<file path="src/rtl/sp_arbiter_pkg.sv">
// sp_arbiter_pkg: index-width helper and priority-direction constants shared by the arbiter files
package sp_arbiter_pkg;
  localparam int PRIO_LSB = 1;
  localparam int PRIO_MSB = 0;
  function automatic int idx_w(input int n);
    return (n <= 2) ? 1 : $clog2(n);
  endfunction
endpackage

</file>
<file path="src/rtl/sp_arbiter_if.sv">
// sp_arbiter_if: request/grant bundle (req in; gnt, gnt_vld, gnt_idx out of the arbiter)
interface sp_arbiter_if
  import sp_arbiter_pkg::*;
#(
  parameter int NUM = 4
) ();
  localparam int IDXW = idx_w(NUM);
  logic [NUM-1:0]  req;
  logic [NUM-1:0]  gnt;
  logic            gnt_vld;
  logic [IDXW-1:0] gnt_idx;
  modport master (output req, input gnt, gnt_vld, gnt_idx);
  modport slave  (input req, output gnt, gnt_vld, gnt_idx);
endinterface

</file>
<file path="src/rtl/sp_find_first.sv">
// sp_find_first: combinational first-set-bit finder (i_req -> o_onehot, o_idx), lowest bit when LSB_HIGH else highest
module sp_find_first
  import sp_arbiter_pkg::*;
#(
  parameter int NUM      = 4,
  parameter int LSB_HIGH = PRIO_LSB,
  parameter int IDXW     = idx_w(NUM)
) (
  input  logic [NUM-1:0]  i_req,
  output logic [NUM-1:0]  o_onehot,
  output logic [IDXW-1:0] o_idx
);
  always_comb begin
    o_onehot = '0;
    o_idx    = '0;
    if (LSB_HIGH != PRIO_MSB) begin
      for (int i = NUM - 1; i >= 0; i--) begin
        if (i_req[i]) begin
          o_onehot    = '0;
          o_onehot[i] = 1'b1;
          o_idx       = IDXW'(i);
        end
      end
    end else begin
      for (int i = 0; i < NUM; i++) begin
        if (i_req[i]) begin
          o_onehot    = '0;
          o_onehot[i] = 1'b1;
          o_idx       = IDXW'(i);
        end
      end
    end
  end
endmodule

</file>
<file path="src/rtl/sp_arbiter.sv">
// sp_arbiter: registered fixed-priority arbiter (clk, rst, bus.req in; bus.gnt/gnt_vld/gnt_idx out)
module sp_arbiter
  import sp_arbiter_pkg::*;
#(
  parameter int NUM      = 4,
  parameter int LSB_HIGH = PRIO_LSB
) (
  input logic        clk,
  input logic        rst,
  sp_arbiter_if.slave bus
);
  localparam int IDXW = idx_w(NUM);
  logic [NUM-1:0]  w_onehot;
  logic [IDXW-1:0] w_idx;
  logic [NUM-1:0]  r_gnt;
  logic            r_gnt_vld;
  logic [IDXW-1:0] r_gnt_idx;
  sp_find_first #(.NUM(NUM), .LSB_HIGH(LSB_HIGH), .IDXW(IDXW)) u_ff (
    .i_req    (bus.req),
    .o_onehot (w_onehot),
    .o_idx    (w_idx)
  );
  always_ff @(posedge clk) begin
    if (rst) begin
      r_gnt     <= '0;
      r_gnt_vld <= 1'b0;
      r_gnt_idx <= '0;
    end else begin
      r_gnt     <= w_onehot;
      r_gnt_vld <= |bus.req;
      r_gnt_idx <= w_idx;
    end
  end
  assign bus.gnt     = r_gnt;
  assign bus.gnt_vld = r_gnt_vld;
  assign bus.gnt_idx = r_gnt_idx;
endmodule

</file>
<file path="src/flat_wrapper.sv">
// flat-port wrapper written by rule: the top's interface ports become plain ports
module sp_arbiter_flat import sp_arbiter_pkg::*;
#(
  parameter int NUM      = 4,
  parameter int LSB_HIGH = PRIO_LSB
)
  (clk, rst, bus_req, bus_gnt, bus_gnt_vld, bus_gnt_idx);
  sp_arbiter_if #(.NUM(NUM)) bus_i ();
  input logic clk;
  input logic rst;
  input wire logic [$bits(bus_i.req)-1:0] bus_req;
  output wire logic [$bits(bus_i.gnt)-1:0] bus_gnt;
  output wire logic [$bits(bus_i.gnt_vld)-1:0] bus_gnt_vld;
  output wire logic [$bits(bus_i.gnt_idx)-1:0] bus_gnt_idx;
  assign bus_i.req = bus_req;
  assign bus_gnt = bus_i.gnt;
  assign bus_gnt_vld = bus_i.gnt_vld;
  assign bus_gnt_idx = bus_i.gnt_idx;
  sp_arbiter #(.NUM(NUM), .LSB_HIGH(LSB_HIGH)) u_core (.clk(clk), .rst(rst), .bus(bus_i));
endmodule
</file>
<file path="config.mk">
export PLATFORM = sky130hd
export DESIGN_NAME = sp_arbiter_flat
export DESIGN_NICKNAME = d
export VERILOG_FILES = /design/src/rtl/sp_arbiter_pkg.sv /design/src/rtl/sp_arbiter_if.sv /design/src/rtl/sp_find_first.sv /design/src/rtl/sp_arbiter.sv /design/src/flat_wrapper.sv
export SDC_FILE = /design/constraint.sdc
export NUM_CORES = 1
export LEC_CHECK = 0
export CAP_MARGIN = 10
export CORE_AREA = 8 8 45 47
export DETAILED_ROUTE_END_ITERATION = 7
export DIE_AREA = 0 0 53 55
export GPL_TIMING_DRIVEN = 0
export PLACE_DENSITY = 0.43
export SYNTH_ARGS = -nofsm -noshare
export SYNTH_HDL_FRONTEND = slang
export SYNTH_SLANG_ARGS = --single-unit
export TNS_END_PERCENT = 5
</file>
<file path="constraint.sdc">
create_clock -name clk -period 1.3 [get_ports clk]
set_input_delay 0.195 -clock clk [delete_from_list [all_inputs] [get_ports clk]]
set_output_delay 0.195 -clock clk [all_outputs]
set_load 0.1 [all_outputs]
</file>
==> flow_metrics.env, run 1 <==
export IMPL_initial_core_util_pct=16.00
export IMPL_ff_latch_area_um2=140.1
export IMPL_tightest_slew_ns=0.5174
export IMPL_critPathLaunchType="flip-flop"
export IMPL_seq_power_share_pct=43.0
export IMPL_ys_top_cells_by_area="dfxtp_1 (63%), nor4b_2 (6.8%), nor2b_1 (5.6%)"
export IMPL_status="finished, final reports clean"
export IMPL_routedWlPerCell_um=9.760
export IMPL_placed_area_um2=361.6
export IMPL_internal_power_uw=368.1
export IMPL_postSynthCellCount=18
export IMPL_grt_setup_unrepaired="yes"
export IMPL_clk_pin_slew_ns=0.05
export IMPL_dp_hpwl_um=413.4
export IMPL_final_min_clock_period_ns=1.266
export IMPL_clkSinkCount=7
export IMPL_rows=14
export IMPL_grt_pass1_vias=194
export IMPL_required_ns=1.11
export IMPL_fin_total_pwr_uw=524.6
export IMPL_synth_top_area_cell="dfxtp_1"
export IMPL_finalSetupViolations=0
export IMPL_crit_chain="clkdlybuf4s18_2"
export IMPL_io_buffers=12
export IMPL_switching_share_pct=29.82
export IMPL_place_ws_ns=-0.3232
export IMPL_yosysSeqAreaShare_pct=63.28
export IMPL_crit_path_end_kind="output pin"
export IMPL_grt_max_degree=7
export IMPL_p_clk_share_pct=35.9
export IMPL_path_max_fanout=1
export IMPL_syn_nets=24
export IMPL_ys_warn_count=0
export IMPL_die_y_um=55
export IMPL_hold_path_class="in -> reg"
export IMPL_critPathBufInv=1
export IMPL_cts_buffers=3
export IMPL_cpMaxStageDelayCell="clkdlybuf4s18_2"
export IMPL_nets=41
export IMPL_maxCapViolCount=0
export IMPL_multi_input_area_um2=81.33
export IMPL_p_leak_uw=0.0001547
export IMPL_place_congestion=0.6206
export IMPL_root_buffer="clkbuf_4"
export IMPL_cp_slowest_stage_delay_ns=0.53
export IMPL_vias=181
export IMPL_synthesis_area_um2=221.5
export IMPL_dr_pass1_iters=1
export IMPL_nFillCells=152
export IMPL_synthToLayoutAreaGrowth_pct=61.58
export IMPL_insertedDiodeCount=0
export IMPL_cts_tree="built"
export IMPL_coreArea_um2=1384
export IMPL_post_cts_buffers=0
export IMPL_grt_first_pass_wirelength_um=779
export IMPL_overflow=0
export IMPL_fmax_mhz=790.0
export IMPL_hold_viol_final=0
export IMPL_postSynthAreaPerCell_um2=12.30
export IMPL_relSlewSlack_pct=65.85
export IMPL_cts_max_level=1
export IMPL_crit_family="buffers and inverters"
export IMPL_p_sw_uw=156.4
export IMPL_crit_type="reg -> out"
export IMPL_hold_depth=2
export IMPL_dr_first_iter_drc_count=0
export IMPL_drive_above_1_share_pct=38.24
export IMPL_die_w_um=53
export IMPL_wl_um=488
export IMPL_period_share_pct=97.38
export IMPL_synth_distinct_cells=10
export IMPL_powerDensity_nw_per_um2=1466
export IMPL_slew_violations=0
export IMPL_arrival_ns=1.07
export IMPL_ir_drop_mv=0.5108
export IMPL_drc_errors=0
export IMPL_antenna_found_initial=0
export IMPL_min_delay_start="bus_req[2]"
export IMPL_hold_buffers=0
export IMPL_cts_buffer_depth=2
export IMPL_routed_via_density=3.620
export IMPL_die_area_um2=2915
export IMPL_pin_count=13
export IMPL_ys_seq_elements=7
export IMPL_worst_slack_ns=0.03412
export IMPL_synth_top_area_share_pct=63.28
export IMPL_antenna_left=0
export IMPL_stdcell_area_um2=357.8
export IMPL_pwr_share_comb_pct=21.1
export IMPL_track_usage_pct=3.773
export IMPL_whs_endpoint="u_core.bus.gnt[2]$_SDFF_PP0_"
==> cell families after synthesis <==
| kind of cell | after synthesis | share of synthesized area [%] |
|---|---|---|
| simple gates | 9 | 31.08 |
| compound gates | 2 | 5.649 |
| flops | 7 | 63.27 |
==> cells in the final DEF (no fill, tap or decap) <==
master,count
dfxtp_1,7
buf_2,6
clkdlybuf4s50_1,5
clkbuf_4,3
nor2b_1,2
nor2_1,2
nor2_2,1
o21a_1,1
and2_1,1
and3b_1,1
nor4b_2,1
a21oi_1,1
nor4_2,1
clkbuf_1,1
clkdlybuf4s18_2,1
==> how the worst max path moves through the flow <==
| stage | end | cells past startpoint | slack [ns] | startpoint |
|---|---|---|---|---|
| floorplan | bus_gnt[0] | 0 | 0.20 | u_core.bus.gnt[0]$_SDFF_PP0_ |
| global placement | bus_gnt_idx[1] | 1 | -0.33 | u_core.bus.gnt_idx[1]$_SDFF_PP0_ |
| CTS | bus_gnt_idx[1] | 1 | -0.003 | u_core.bus.gnt_idx[1]$_SDFF_PP0_ |
| detailed placement | bus_gnt_idx[1] | 1 | -0.32 | u_core.bus.gnt_idx[1]$_SDFF_PP0_ |
| global route | bus_gnt_idx[0] | 1 | -0.01 | u_core.bus.gnt_idx[0]$_SDFF_PP0_ |
| finish | bus_gnt_idx[0] | 1 | 0.03 | u_core.bus.gnt_idx[0]$_SDFF_PP0_ |
==> through the flow <==
step           instances  hold slack (ns)  setup TNS (ns)  util [%]
2_1_floorplan         18           0.2641               0         -
3_5_place_dp          46           0.8511          -2.198     26.13
4_1_cts               50           0.5885       -0.002902     28.12
3_3_place_gp          46           0.8559          -2.200     26.13
5_1_grt               50           0.6005        -0.01211     25.86
6_report              50           0.5965               0     25.86
==> cells in the mapped netlist <==
master	n
a21oi_1	1
and2_1	1
and3b_1	1
dfxtp_1	7
nor2_1	2
nor2_2	1
nor2b_1	2
nor4_2	1
nor4b_2	1
o21a_1	1
==> power groups by stage <==
stage | Combinational, µW | Sequential [µW] | Clock (µW)
after floorplan | 11.7 | 295 | 0
after global placement | 119 | 230 | 0
after detailed placement | 119 | 230 | 0
after CTS | 117 | 226 | 201
after global routing | 115 | 226 | 221
final | 111 | 226 | 188
==> repair_timing <==
action,in CTS,in global routing
cloned,0,0
setup endpoints to repair,7,7
gates resized for setup,27,7
hold endpoints to repair,0,0
pin swaps,0,0
==> cell type report <==
type	count	area share, %
Multi-Input combinational cell	11	22.73
Clock buffer	4	7.343
Timing Repair Buffer	12	25.17
Sequential cell	7	39.16
Tap cell	16	5.594
==> per-layer routing <==
| metal | routed length (µm) | track usage, % |
|---|---|---|
| met1 | 204 | 3.501 |
| met5 | 0 | 0 |
| met3 | 73 | 4.813 |
| met2 | 210 | 5.469 |
| met4 | 0 | 0 |
==> registers in the layout, summed over array words and instances, names as in the netlist <==
signal,cells
u_core.bus.gnt_idx,2
u_core.bus.gnt,4
u_core.bus.gnt_vld,1
(Power assumes the default switching activity.)
==> inputs of run 2 (changes only) <==
--- a/config.mk
+++ b/config.mk
@@ -5,12 +5,13 @@
 export SDC_FILE = /design/constraint.sdc
 export NUM_CORES = 1
 export LEC_CHECK = 0
+export ABC_AREA = 1
 export CAP_MARGIN = 10
 export CORE_AREA = 8 8 45 47
 export DETAILED_ROUTE_END_ITERATION = 7
 export DIE_AREA = 0 0 53 55
 export GPL_TIMING_DRIVEN = 0
-export PLACE_DENSITY = 0.43
+export PLACE_DENSITY = 0.42
 export SYNTH_ARGS = -nofsm -noshare
 export SYNTH_HDL_FRONTEND = slang
 export SYNTH_SLANG_ARGS = --single-unit
==> flow_metrics.env, run 2 <==
export IMPL_p_clk_share_pct=36.0
export IMPL_cp_slowest_stage_delay_ns=0.42
export IMPL_ys_flop_type="dfxtp_1"
export IMPL_place_congestion=0.6853
export IMPL_wl_um=482
export IMPL_drc_errors=0
export IMPL_final_cell_mix="buf_2 (7), dfxtp_1 (7), nor2_1 (6)"
export IMPL_synth_top_area_cell="dfxtp_1"
export IMPL_die_w_um=53
export IMPL_synth_most_common_cell="dfxtp_1"
export IMPL_required_ns=1.11
export IMPL_slew_violations=0
export IMPL_finalSetupViolations=0
export IMPL_io_buffers=12
export IMPL_crit_cells=1
export IMPL_synthesis_area_um2=207.7
export IMPL_grtUsageMet2_pct=3.906
export IMPL_cts_max_level=1
export IMPL_antenna_found_initial=0
export IMPL_ys_warn_count=0
export IMPL_async_reset_ff_share_pct=0
export IMPL_pwr_share_comb_pct=20.5
export IMPL_ir_drop_mv=0.3306
export IMPL_clkSinkCount=7
export IMPL_met3_usage_pct=2.941
export IMPL_crit_type="reg -> out"
export IMPL_period_share_pct=88.92
export IMPL_critPathLaunchType="flip-flop"
export IMPL_tightest_slew_ns=0.4943
export IMPL_routedWlPerCell_um=8.764
export IMPL_hold_depth=2
export IMPL_cts_resized=28
export IMPL_dr_first_iter_drc_count=3
export IMPL_synth_top_area_share_pct=67.47
export IMPL_final_min_clock_period_ns=1.156
export IMPL_dr_pass1_iters=2
export IMPL_antenna_left=0
export IMPL_clk_pin_slew_ns=0.05
export IMPL_grt_setup_unrepaired="no"
export IMPL_largest_reg_flops=4
export IMPL_powerDensity_nw_per_um2=1529
export IMPL_cts_buffers=3
export IMPL_rows=14
export IMPL_routed_via_density=3.345
export IMPL_crit_chain="buf_2"
export IMPL_grt_first_pass_wirelength_um=690
export IMPL_finalNonFillerCells=55
export IMPL_initial_core_util_pct=15.01
export IMPL_postSynthCellCount=23
export IMPL_yosysSeqAreaShare_pct=67.47
export IMPL_drive_above_1_share_pct=30.77
export IMPL_internal_power_uw=364.4
export IMPL_maxCapViolCount=0
export IMPL_hold_path_class="in -> reg"
export IMPL_cpMaxStageDelayCell="buf_2"
export IMPL_crit_path_end_kind="output pin"
export IMPL_setup_tns_ns=0
export IMPL_multi_input_area_um2=52.55
export IMPL_pin_count=13
export IMPL_switching_share_pct=29.71
export IMPL_nets=46
export IMPL_synth_distinct_cells=7
export IMPL_post_cts_buffers=0
export IMPL_arrival_ns=0.96
export IMPL_ff_latch_area_um2=140.1
export IMPL_overflow=0
export IMPL_seq_power_share_pct=43.5
export IMPL_track_usage_pct=3.775
export IMPL_cts_buffer_depth=2
export IMPL_place_ws_ns=-0.3199
export IMPL_hold_viol_final=0
export IMPL_crit_family="buffers and inverters"
export IMPL_grt_use_met1_pct=3.049
export IMPL_synthToLayoutAreaGrowth_pct=63.25
export IMPL_p_sw_uw=154.0
export IMPL_path_max_fanout=1
export IMPL_postSynthAreaPerCell_um2=9.030
export IMPL_nFillCells=155
export IMPL_root_buffer="clkbuf_4"
export IMPL_p_leak_uw=0.0001727
export IMPL_ys_top_cells_by_area="dfxtp_1 (67%), nor2_1 (11%), inv_1 (7.2%)"
export IMPL_placed_area_um2=347.8
export IMPL_coreArea_um2=1384
export IMPL_critPathBufInv=1
export IMPL_insertedDiodeCount=0
export IMPL_relSlewSlack_pct=67.27
export IMPL_die_area_um2=2915
export IMPL_grt_max_degree=5
export IMPL_ys_seq_elements=7
export IMPL_whs_ns=0.5391
export IMPL_dp_cells=51
export IMPL_fmax_mhz=865.1
export IMPL_die_y_um=55
export IMPL_synth_common_cells="dfxtp_1 (7), nor2_1 (6), inv_1 (4)"
export IMPL_syn_nets=29
export IMPL_grt_pass1_vias=185
export IMPL_status="finished, final reports clean"
export IMPL_grt_busiest_layer="met4"
export IMPL_vias=184
export IMPL_hold_buffers=0
export IMPL_synth_edf_count=0
export IMPL_worst_slack_ns=0.1440
export IMPL_stdcell_area_um2=339.1
export IMPL_cts_tree="built"
[run 2: cell count changes after synthesis, moves of 2 or more]
cell     previous run  this run
inv_1               0         4
nand2_1             0         2
nor2_1              2         6
nor2b_1             2         0
[run 2: cell type report]
cell class                 count  share of cell area (%)
multi-input combinational     12                   15.50
tap                           16                   5.904
timing repair buffer          12                   25.09
clock buffer                   4                   7.749
sequential                     7                   41.33
inverter                       4                   4.428
[run 2: stage by stage]
stage                     utilization [%]  power [µW]
after global placement              25.14       345.1
final                               24.50       518.4
after global routing                24.50       550.0
after detailed placement            25.14       345.0
after floorplan                         -       307.7
after CTS                           27.03       539.7
[run 2: worst paths after layout]
check / from / to / slack [ns]
setup / recovery: u_core.bus.gnt[3]$_SDFF_PP0_ / bus_gnt[3] / 0.14
hold / removal: rst / u_core.bus.gnt[0]$_SDFF_PP0_ / 0.54
[run 2: logic make-up after synthesis]
group	count (synthesis)	synth area share (%)
simple gates	10	20.49
compound gates	2	4.819
buf+inv	4	7.227
flops	7	67.47
[run 2: power groups by stage]
stage | clock, µW | combinational (µW) | sequential (µW)
floorplan | 0 | 12.6 | 295
global placement | 0 | 115 | 230
detailed placement | 0 | 115 | 230
CTS | 201 | 113 | 226
global route | 213 | 111 | 226
finish | 187 | 106 | 225
[run 2: per-layer routing]
layer / wire [µm] / vias to the layer above
li1: - / 100
met5: 0 / -
met1: 243 / 70
met2: 164 / 12
met4: 19 / 0
met3: 54 / 2
==> inputs of run 3 (changes only) <==
--- a/config.mk
+++ b/config.mk
@@ -7,9 +7,9 @@
 export LEC_CHECK = 0
 export ABC_AREA = 1
 export CAP_MARGIN = 10
-export CORE_AREA = 8 8 45 47
+export CORE_AREA = 2 2 39 41
 export DETAILED_ROUTE_END_ITERATION = 7
-export DIE_AREA = 0 0 53 55
+export DIE_AREA = 0 0 41 43
 export GPL_TIMING_DRIVEN = 0
 export PLACE_DENSITY = 0.42
 export SYNTH_ARGS = -nofsm -noshare
==> flow_metrics.env, run 3 (synthesis results as in run 2) <==
export IMPL_status="finished, final reports clean"
export IMPL_cts_max_level=1
export IMPL_overflow=0
export IMPL_clk_pin_slew_ns=0.05
export IMPL_io_buffers=12
export IMPL_grt_first_pass_wirelength_um=558
export IMPL_crit_chain="buf_2"
export IMPL_crit_path_end_kind="output pin"
export IMPL_cts_buffer_depth=2
export IMPL_required_ns=1.11
export IMPL_clkSinkCount=7
export IMPL_hold_viol_final=0
export IMPL_fmax_mhz=864.0
export IMPL_pin_count=13
export IMPL_rows=14
export IMPL_wl_um=392
export IMPL_setup_tns_ns=0
export IMPL_track_usage_pct=6.030
export IMPL_ir_drop_mv=0.3119
export IMPL_crit_type="reg -> out"
export IMPL_arrival_ns=0.96
export IMPL_drive_above_1_share_pct=30.77
export IMPL_cts_tree="built"
export IMPL_grt_pass1_vias=154
export IMPL_slew_violations=0
export IMPL_die_w_um=41
export IMPL_relSlewSlack_pct=67.47
export IMPL_maxCapViolCount=0
export IMPL_stdcell_area_um2=339.1
export IMPL_die_y_um=43
export IMPL_critPathBufInv=1
export IMPL_root_buffer="clkbuf_4"
export IMPL_hold_path_class="in -> reg"
export IMPL_crit_family="buffers and inverters"
export IMPL_antenna_found_initial=0
export IMPL_tightest_slew_ns=0.4913
export IMPL_routed_via_density=3.327
export IMPL_vias=183
export IMPL_cpMaxStageDelayCell="buf_2"
export IMPL_period_share_pct=89.03
export IMPL_routedWlPerCell_um=7.127
export IMPL_cts_resized=27
export IMPL_largest_reg_flops=4
export IMPL_coreArea_um2=1384
export IMPL_grt_max_degree=5
export IMPL_final_cell_mix="buf_2 (7), dfxtp_1 (7), nor2_1 (6)"
export IMPL_die_area_um2=1763
export IMPL_finalSetupViolations=0
export IMPL_grt_setup_unrepaired="no"
export IMPL_insertedDiodeCount=0
export IMPL_drc_errors=0
export IMPL_dp_hpwl_um=315.9
export IMPL_final_min_clock_period_ns=1.157
export IMPL_path_max_fanout=1
export IMPL_cp_slowest_stage_delay_ns=0.42
export IMPL_placed_area_um2=347.8
export IMPL_antenna_left=0
export IMPL_dr_first_iter_drc_count=1
export IMPL_fin_total_pwr_uw=520.4
export IMPL_dr_pass1_iters=2
export IMPL_powerDensity_nw_per_um2=1535
export IMPL_critPathLaunchType="flip-flop"
export IMPL_initial_core_util_pct=15.01
export IMPL_place_congestion=0.6294
export IMPL_synthToLayoutAreaGrowth_pct=63.25
export IMPL_nets=46
export IMPL_post_cts_buffers=0
export IMPL_hold_buffers=0
export IMPL_p_leak_uw=0.0001727
export IMPL_cts_buffers=3
[run 3: cell counts in the layout (fill, tap and decap cells not counted)]
Identical to the previous run, type by type.
[run 3: power breakdown]
part	switching (µW)	internal, µW
Clock	72.4	117
Combinational	81.9	24.0
Sequential	1.60	224
Total	156	364
[run 3: cell type report]
type,count,area [µm²]
Fill cell,159,1045
Timing Repair Buffer,12,85.08
Inverter,4,15.01
Sequential cell,7,140.1
Multi-Input combinational cell,12,52.55
Tap cell,16,20.02
Clock buffer,4,26.28
[run 3: path summary, 6_finish.rpt]
kind	endpoint	slack [ns]	cells past startpoint	startpoint
setup / recovery	bus_gnt[0]	0.14	1	u_core.bus.gnt[0]$_SDFF_PP0_
hold / removal	u_core.bus.gnt[0]$_SDFF_PP0_	0.54	2	rst
[run 3: metrics by stage]
stage / worst slack (ns) / util [%] / std cells / hold slack [ns]
after detailed placement: -0.3128 / 25.14 / 51 / 0.7863
after CTS: 0.0005631 / 27.12 / 55 / 0.5263
final: 0.1426 / 24.50 / 55 / 0.5389
after floorplan: 0.1960 / - / 23 / 0.2641
after global placement: -0.3079 / 25.14 / 51 / 0.7882
after global routing: 0.09824 / 24.50 / 55 / 0.5394
[run 3: routing by layer]
layer / routed length (µm) / track usage [%] / vias up
met5: 0 / 0 / -
met4: 7 / 12.00 / 0
met3: 57 / 4.712 / 2
met2: 158 / 5.625 / 12
met1: 168 / 4.839 / 70
li1: - / - / 99
